<file path="config.mk">
export PLATFORM = sky130hd
export DESIGN_NAME = uart_cmd_parser
export DESIGN_NICKNAME = d
export VERILOG_FILES = /design/src/rtl/uart_cmd_parser.sv
export SDC_FILE = /design/constraint.sdc
export NUM_CORES = 1
export LEC_CHECK = 0
export CAP_MARGIN = 30
export CORE_ASPECT_RATIO = 0.9
export CORE_MARGIN = 10
export CORE_UTILIZATION = 40
export DETAILED_ROUTE_END_ITERATION = 10
export GPL_ROUTABILITY_DRIVEN = 1
export PLACE_DENSITY = 0.62
export SLEW_MARGIN = 15
export SYNTH_ARGS = -nofsm -noshare
export SYNTH_HDL_FRONTEND = slang
export SYNTH_SLANG_ARGS = --single-unit
</file>
<file path="constraint.sdc">
create_clock -name sclk -period 2.7 [get_ports sclk]
set_clock_uncertainty 0.2 [all_clocks]
set_input_delay 0.54 -clock sclk [delete_from_list [all_inputs] [get_ports sclk]]
set_output_delay 0.54 -clock sclk [all_outputs]
set_load 0.02 [all_outputs]
</file>
<file path="src/rtl/uart_cmd_parser.sv">
// uart_cmd_parser: recognises write/read command frames from a UART byte
// stream, forwards write payload to the SDRAM write FIFO, checks an optional
// XOR checksum, enforces an inter-byte timeout and reports bad frames.
module uart_cmd_parser #(
  parameter int                DATA_W      = 8,
  parameter int                PAYLOAD_NUM = 4,
  parameter logic [DATA_W-1:0] WR_CMD      = 8'h55,
  parameter logic [DATA_W-1:0] RD_CMD      = 8'haa,
  parameter int                CHK_EN      = 1,
  parameter int                TIMEOUT_CYC = 50000
) (
  input  logic              sclk,
  input  logic              s_rst_n,
  input  logic              uart_flag,
  input  logic [DATA_W-1:0] uart_data,
  output logic              wr_trig,
  output logic              rd_trig,
  output logic              wfifo_wr_en,
  output logic [DATA_W-1:0] wfifo_data,
  output logic              wfifo_clr,
  output logic              frame_err,
  output logic [DATA_W-1:0] cmd_code
);

  localparam int CNT_W = $clog2(PAYLOAD_NUM + 1);
  localparam int TO_W  = $clog2(TIMEOUT_CYC);
  localparam logic [CNT_W-1:0] LAST_IDX = CNT_W'(PAYLOAD_NUM - 1);
  localparam logic [TO_W-1:0]  TO_LAST  = TO_W'(TIMEOUT_CYC - 1);

  typedef enum logic [1:0] {
    IDLE    = 2'd0,
    PAYLOAD = 2'd1,
    CHECK   = 2'd2
  } state_t;

  state_t            state;
  logic [CNT_W-1:0]  cnt;
  logic [DATA_W-1:0] chk;
  logic [TO_W-1:0]   tcnt;

  // Frame state machine; all outputs are registered and pulses last one cycle.
  always_ff @(posedge sclk or negedge s_rst_n) begin
    if (!s_rst_n) begin
      state       <= IDLE;
      cnt         <= '0;
      chk         <= '0;
      tcnt        <= '0;
      wr_trig     <= 1'b0;
      rd_trig     <= 1'b0;
      wfifo_wr_en <= 1'b0;
      wfifo_data  <= '0;
      wfifo_clr   <= 1'b0;
      frame_err   <= 1'b0;
      cmd_code    <= '0;
    end else begin
      wr_trig     <= 1'b0;
      rd_trig     <= 1'b0;
      wfifo_wr_en <= 1'b0;
      wfifo_clr   <= 1'b0;
      frame_err   <= 1'b0;
      case (state)
        IDLE: begin
          tcnt <= '0;
          if (uart_flag) begin
            if (uart_data == RD_CMD) begin
              rd_trig  <= 1'b1;
              cmd_code <= uart_data;
            end else if (uart_data == WR_CMD) begin
              cmd_code <= uart_data;
              chk      <= uart_data;
              cnt      <= '0;
              state    <= PAYLOAD;
            end else begin
              frame_err <= 1'b1;
            end
          end
        end
        PAYLOAD: begin
          if (uart_flag) begin
            // Header values inside a frame are plain data: no resync.
            tcnt        <= '0;
            wfifo_wr_en <= 1'b1;
            wfifo_data  <= uart_data;
            chk         <= chk ^ uart_data;
            cnt         <= cnt + CNT_W'(1);
            if (cnt == LAST_IDX) begin
              if (CHK_EN != 0) begin
                state <= CHECK;
              end else begin
                wr_trig <= 1'b1;
                state   <= IDLE;
              end
            end
          end else if (tcnt == TO_LAST) begin
            frame_err <= 1'b1;
            wfifo_clr <= 1'b1;
            state     <= IDLE;
          end else begin
            tcnt <= tcnt + TO_W'(1);
          end
        end
        CHECK: begin
          if (uart_flag) begin
            // The checksum byte itself never reaches the FIFO.
            tcnt <= '0;
            if (uart_data == chk) begin
              wr_trig <= 1'b1;
            end else begin
              frame_err <= 1'b1;
              wfifo_clr <= 1'b1;
            end
            state <= IDLE;
          end else if (tcnt == TO_LAST) begin
            frame_err <= 1'b1;
            wfifo_clr <= 1'b1;
            state     <= IDLE;
          end else begin
            tcnt <= tcnt + TO_W'(1);
          end
        end
        default: begin
          state <= IDLE;
        end
      endcase
    end
  end

endmodule

</file>
==> results.tsv, run 1 <==
stage	metric	value	unit
outcome	outcome	complete, no violations	
power	Switching Fraction	0.346	
worst_setup_path	CP max-delay cell	clkdlybuf4s50_1	
floorplanning	Ports	32	
finish	final instance area	3330	µm²
finish	final core occ	0.508	
yosys	sequential share of the synthesized area	0.465	
route	Post-route DRC	0	
global_route	met2 usage	0.174	
route	drt total wl	5870	µm
global_route	gr usage total	0.119	
clock_network	clk slew on worst S/H paths	100	ps
worst_setup_path	max incr delay on CP	450	ps
clock_network	Resized cells post-CTS	0	
worst_setup_path	Worst path top cell family by delay	simple AND/OR/NAND/NOR gates	
global_route	met1 usage	0.168	
worst_setup_path	CP Data Required Time	2690	ps
worst_setup_path	flop2flop setup slack	540	ps
timing	Tmin final	2210	ps
route	Via density	5.17	
power	Psw	1.01	mW
yosys	Syn Area/Cell	10.2	µm²
yosys	Gate Count Post-Synth	263	
worst_setup_path	CP arrival	2200	ps
timing	Hold Violations, Final	0	
clock_network	CTS max path bufs	2	
yosys	multiplexer share of the synthesized area	0.0785	
route	Detailed Route Iter0 Violations	89	
timing	slew margin rel.	0.562	
clock_network	CTS tree	yes	
power	Reg power frac	0.372	
clock_network	Clk Latency, worst-skew pair	300	ps
clock_network	total CTS buffers	5	
power	Clock power frac	0.221	
route	drt first pass iters	6	
power	Total Power	2.91	mW
worst_setup_path	Cell Chain, Critical Path	clkdlybuf4s50_1 -> and4bb_2 -> nand2_1 -> a211oi_4 -> mux2_2	
timing	final hold slack	133	ps
timing	slew of the pin with the lowest slew margin	658	ps
yosys	ys flop type	dfrtp_1	
finish	most frequent cells in the layout	50 x dfrtp_1, 30 x clkdlybuf4s50_1, 18 x buf_4	
placement	Placer Congestion	0.817	
yosys	cell area after synthesis	2690	µm²
yosys	Warnings, synthesis	0	
finish	Layout area overhead	23.7	%
worst_setup_path	worst r2r src	state[0]	
finish	most common cell after layout, fill and taps aside	dfrtp_1	
worst_setup_path	CP Max Fanout	5	
placement	count of input and output buffers	31	
yosys	synthesis-stage register bit count	50	
timing	Tcrit/Tclk final	0.818	
floorplanning	Initial Util	0.411	
finish	final net count	325	
worst_setup_path	CP endpoint kind	register	
global_route	M3 GR Usage	0.0289	
global_route	initial antenna violation count	0	
yosys	largest family of logic cells by synthesized area	simple AND/OR/NAND/NOR gates	
yosys	async set-reset flop share out of synthesis	1.00	
placement	DP HPWL	4390	µm
timing	max-slew violation count	0	
yosys	Compound-Gate Fraction of Synth Area	0.135	
yosys	Mapped Nets	281	
finish	Antenna Cells	0	
clock_network	root buffer cell	clkbuf_8	
power	Comb pwr share	0.407	
floorplanning	Die Ht	97.8	µm
job	maxcap violations	0	
worst_setup_path	worst reg2reg path depth	5	
power	P per Cell Area	873	nW/µm²
yosys	Netlist cell types	53	
clock_network	# hold bufs at CTS	0	
floorplanning	# rows	28	
route	antenna-violating nets left	0	
finish	share of cells above drive strength 1	0.192	
floorplanning	Core Footprint	6550	µm²
floorplanning	die area	10400	µm²
worst_hold_path	Hold Crit Class	input pin to asynchronous set/reset pin	
global_route	vias in the first global route	2103	
timing	Final setup viols	0	
worst_setup_path	nature of the critical path startpoint	input pin	
floorplanning	Die Wd	106	µm
worst_setup_path	WP buf/inv	1	
yosys	Post-synth EDFFs	0	
timing	FMAX	0.453	GHz
power	Leakage Power	1.40	nW
yosys	XOR/XNOR Fraction of Synth Area	0.0358	
clock_network	# clock sinks	50	
placement	Placement Cell Area	3190	µm²
route	post-DR wirelength/cell	14.7	µm
yosys	Adder-Cell Fraction of Synth Area	0.0325	
global_route	GR peak layer	met2	
worst_setup_path	RR Endpoint	tcnt[14]	
power	P_int	1.90	mW
timing	setup TNS	0	ps
global_route	global-route wire length before repair	10400	µm
timing	RSZ-0062 raised after global routing	false	
route	via count	2056	
power	VDD IR max	0.000575	V
worst_setup_path	Setup CP Type	input pin to register	
global_route	gr ovfl total	0	
clock_network	htree depth	2	
clock_network	post-CTS setup buffer count	0	
global_route	largest net degree at the start of global routing	51	
yosys	Post-Synth Simple-Gate Area	0.210	
cell usage after synthesis, types with 3 or more instances:
cell type  count  area [µm²]
mux2i_1        5        50.1
a31oi_1       11        68.8
nor4b_1        3        26.3
nor2_1        13        48.8
o21ai_0       15        75.1
and4bb_2       4        50.1
and2_1         3        18.8
mux2_2        13         146
xnor2_1       11        96.3
a21oi_1       16        80.1
buf_2          3        15.0
ha_1           7        87.6
clkbuf_1       6        22.5
nand2_1       16        60.1
nand3_1       10        50.1
nor3_1         8        40.0
nor4_1         3        18.8
nand4_1        7        43.8
inv_1         16        60.1
dfrtp_1       50        1250
kinds of logic after synthesis:
kind of cell             after synthesis
multiplexers                          19
adder cells (fa/ha/maj)                7
XOR/XNOR                              11
flip-flops                            50
AND/OR/NAND/NOR                       90
buffers and inverters                 28
AO/OA/AOI/OAI                         58
flip-flops by register name, indices dropped and copies added, names as in the netlist, 2 cells and up:
signal	count
chk	8
cmd_code	8
cnt	3
state	2
tcnt	16
wfifo_data	8
worst max path at each step:
stage                 start     endpoint  slack [ps]  cells after the start
6_report       uart_data[1]  cmd_code[4]         490                      5
5_1_grt            state[0]     tcnt[15]         410                      5
4_1_cts        uart_data[1]  cmd_code[4]         510                      5
3_5_place_dp   uart_data[1]  cmd_code[4]         190                      5
3_3_place_gp   uart_data[0]  cmd_code[4]         210                      5
2_1_floorplan  uart_data[6]  cmd_code[0]         550                      5
metal layers:
layer | vias to the layer above | share of wire
met5 | - | 0
met4 | 0 | 0.011
met3 | 7 | 0.038
met2 | 32 | 0.43
met1 | 982 | 0.52
li1 | 1035 | -
per-stage QoR:
stage | std cells | setup WS, ps
3_3_place_gp | 390 | 209
6_report | 398 | 490
3_5_place_dp | 390 | 187
4_1_cts | 398 | 512
2_1_floorplan | 263 | 549
5_1_grt | 398 | 406
power groups by stage:
stage          Combinational, mW  Clock [mW]  Sequential [mW]
3_3_place_gp                1.18           0             1.09
2_1_floorplan              0.651           0             1.19
5_1_grt                     1.32       0.691             1.11
4_1_cts                     1.20       0.662             1.08
3_5_place_dp                1.19           0             1.10
6_report                    1.18       0.643             1.08
final cells by class:
cell class	instances	area, µm²
Clock buffer	6	82.6
Clock inverter	2	60.1
Fill cell	615	3220
Inverter	16	60.1
Multi-Input combinational cell	185	1320
Sequential cell	50	1250
Tap cell	90	113
Timing Repair Buffer	49	440
Note: power is estimated with default switching activity, not from simulation.
==> run 2: changes to the inputs <==
Settings changed: PLACE_DENSITY 0.62 to 0.65.
Clock period 2.7 ns to 1.8 ns, I/O delays scaled along.
==> run 2 against run 1 <==
Utilization increased by 11 points; flip-flop and latch count unchanged; first-iteration DRC count increased by 110%; the run now ends with setup timing left; largest cell class unchanged; register-to-register slack got worse by 800 ps; power increased by 72%; count of clock-buffer cells in the layout unchanged; die area unchanged; critical path depth decreased by 1.
==> results.tsv, run 2 (synthesis gave the netlist of run 1 again) <==
stage	metric	value	unit
outcome	outcome	finished with violations	
outcome	failing checks	setup timing	
worst_setup_path	CP max-delay cell	or4b_4	
global_route	initial antenna violation count	0	
power	P per Cell Area	1230	nW/µm²
clock_network	# clock sinks	50	
worst_setup_path	max incr delay on CP	560	ps
worst_setup_path	Stages on worst setup path	4	
floorplanning	Die Wd	106	µm
timing	Final setup viols	24	
placement	pre-CTS WS	-536	ps
worst_setup_path	nature of the critical path startpoint	register	
worst_setup_path	Worst path top cell family by delay	simple AND/OR/NAND/NOR gates	
worst_setup_path	RR Endpoint	tcnt[0]	
finish	final core occ	0.620	
worst_hold_path	Hold EP	wfifo_data[7]	
route	post-DR wirelength/cell	15.6	µm
timing	slew of the pin with the lowest slew margin	344	ps
clock_network	Clk Latency, worst-skew pair	310	ps
worst_hold_path	Hold Crit Class	input pin to register	
timing	FMAX	0.485	GHz
timing	Hold Violations, Final	0	
worst_setup_path	CP endpoint kind	register	
floorplanning	# rows	28	
timing	Tmin final	2060	ps
worst_setup_path	worst reg2reg path depth	4	
finish	Layout area overhead	50.8	%
timing	worst setup margin	-263	ps
floorplanning	Initial Util	0.411	
finish	share of cells above drive strength 1	0.424	
placement	Placer Congestion	0.826	
floorplanning	Core Footprint	6550	µm²
timing	slew margin rel.	0.769	
worst_setup_path	CP Max Fanout	3	
timing	RSZ-0062 raised after global routing	true	
finish	footprint of the multi-input gates	1660	µm²
global_route	vias in the first global route	2388	
route	via count	2373	
worst_setup_path	CP arrival	2060	ps
route	Via density	5.24	
finish	Largest register FFs	16	
finish	filler cell count	532	
route	Post-route DRC	0	
global_route	gr ovfl total	0	
global_route	largest net degree at the start of global routing	51	
worst_setup_path	Setup CP Type	register to register	
floorplanning	Die Ht	97.8	µm
clock_network	CTS max path bufs	2	
placement	DP HPWL	5120	µm
clock_network	root buffer cell	clkbuf_8	
timing	max-slew violation count	0	
finish	most common cell after layout, fill and taps aside	buf_4	
finish	final instance area	4060	µm²
worst_hold_path	HP Start	uart_data[7]	
power	Leakage Power	1.79	nW
placement	count of input and output buffers	31	
clock_network	total CTS buffers	5	
clock_network	CTS tree	yes	
clock_network	htree depth	2	
finish	most frequent cells in the layout	57 x buf_4, 50 x dfrtp_1, 29 x dlygate4sd2_1	
worst_setup_path	Cell Chain, Critical Path	or4b_4 -> nor4_4 -> nor2_2 -> mux2_4	
global_route	global-route wire length before repair	11600	µm
timing	Tcrit/Tclk final	1.15	
worst_setup_path	flop2flop setup slack	-260	ps
placement	Placement Cell Area	3620	µm²
finish	Antenna Cells	0	
route	antenna-violating nets left	0	
clock_network	clk slew on worst S/H paths	90	ps
floorplanning	die area	10400	µm²
finish	final net count	380	
floorplanning	Ports	32	
timing	final hold slack	274	ps
global_route	gr usage total	0.134	
route	Detailed Route Iter0 Violations	186	
finish	Top reg by flops	tcnt	
worst_setup_path	CP Data Required Time	1800	ps
route	drt total wl	7080	µm
worst_setup_path	worst r2r src	tcnt[4]	
finish	register area	1250	µm²
power	VDD IR max	0.000871	V
worst_hold_path	hold path depth	2	
route	drt first pass iters	4	
job	maxcap violations	0	
worst_setup_path	WP buf/inv	0	
## run 2: changes by cell type in the layout (fill, tap and decap cells not counted), sizes merged
cell / change
and2: +1
clkinvlp: +1
inv: +1
bufinv: -2
buf: +53
dlygate4sd2: +29
dlygate4sd3: +1
clkdlybuf4s50: -29
## run 2: how the worst max path moves through the flow
| stage | slack (ps) | endpoint | from |
|---|---|---|---|
| global route | -320 | tcnt[0] | tcnt[4] |
| global placement | -510 | cmd_code[2] | uart_data[3] |
| CTS | -260 | tcnt[0] | tcnt[4] |
| detailed placement | -540 | cmd_code[0] | uart_data[1] |
| floorplan | -170 | tcnt[0] | tcnt[7] |
| finish | -260 | tcnt[0] | tcnt[4] |
## run 2: final cells by class
type                            count  share of cell area
Timing Repair Buffer              103               0.215
Clock inverter                      2             0.00400
Tap cell                           90              0.0277
Inverter                           16              0.0173
Clock buffer                        6              0.0203
Multi-Input combinational cell    186               0.408
Sequential cell                    50               0.308
## run 2: what timing repair did
item / 4_1_cts / 5_1_grt
gates cloned: 0 / 1
hold buffers: 1 / 0
buffers inserted: 4 / 1
pin swaps: 18 / 14
hold endpoints to repair: 50 / 0
gates resized for setup: 52 / 47
setup endpoints to repair: 57 / 34
## run 2: worst reg2reg max path, cell delays in order (launching register included)
cell and delay (ps):
dfrtp_1 380, or4b_4 560, nor4_4 390, nor2_2 110
mux2_4 310
## run 2: per-stage QoR
| step | cells | total power, mW | TNS [ps] |
|---|---|---|---|
| after floorplan | 263 | 2.84 | -1300 |
| after global placement | 439 | 3.77 | -12250 |
| after detailed placement | 439 | 3.85 | -13340 |
| after CTS | 451 | 4.62 | -1830 |
| after global routing | 453 | 5.33 | -3450 |
| final | 453 | 4.99 | -1980 |
## run 2: per-layer routing
layer | wire (µm) | track usage | share of wire
met1 | 3410 | 0.184 | 0.48
met2 | 3290 | 0.208 | 0.46
met3 | 301 | 0.0283 | 0.043
met4 | 81 | 0.0385 | 0.011
met5 | 0 | 0 | 0
## run 2: report_power, final
group          switching, mW  internal [mW]
Clock                  0.399          0.317
Sequential             0.225           1.42
Combinational           1.30           1.33
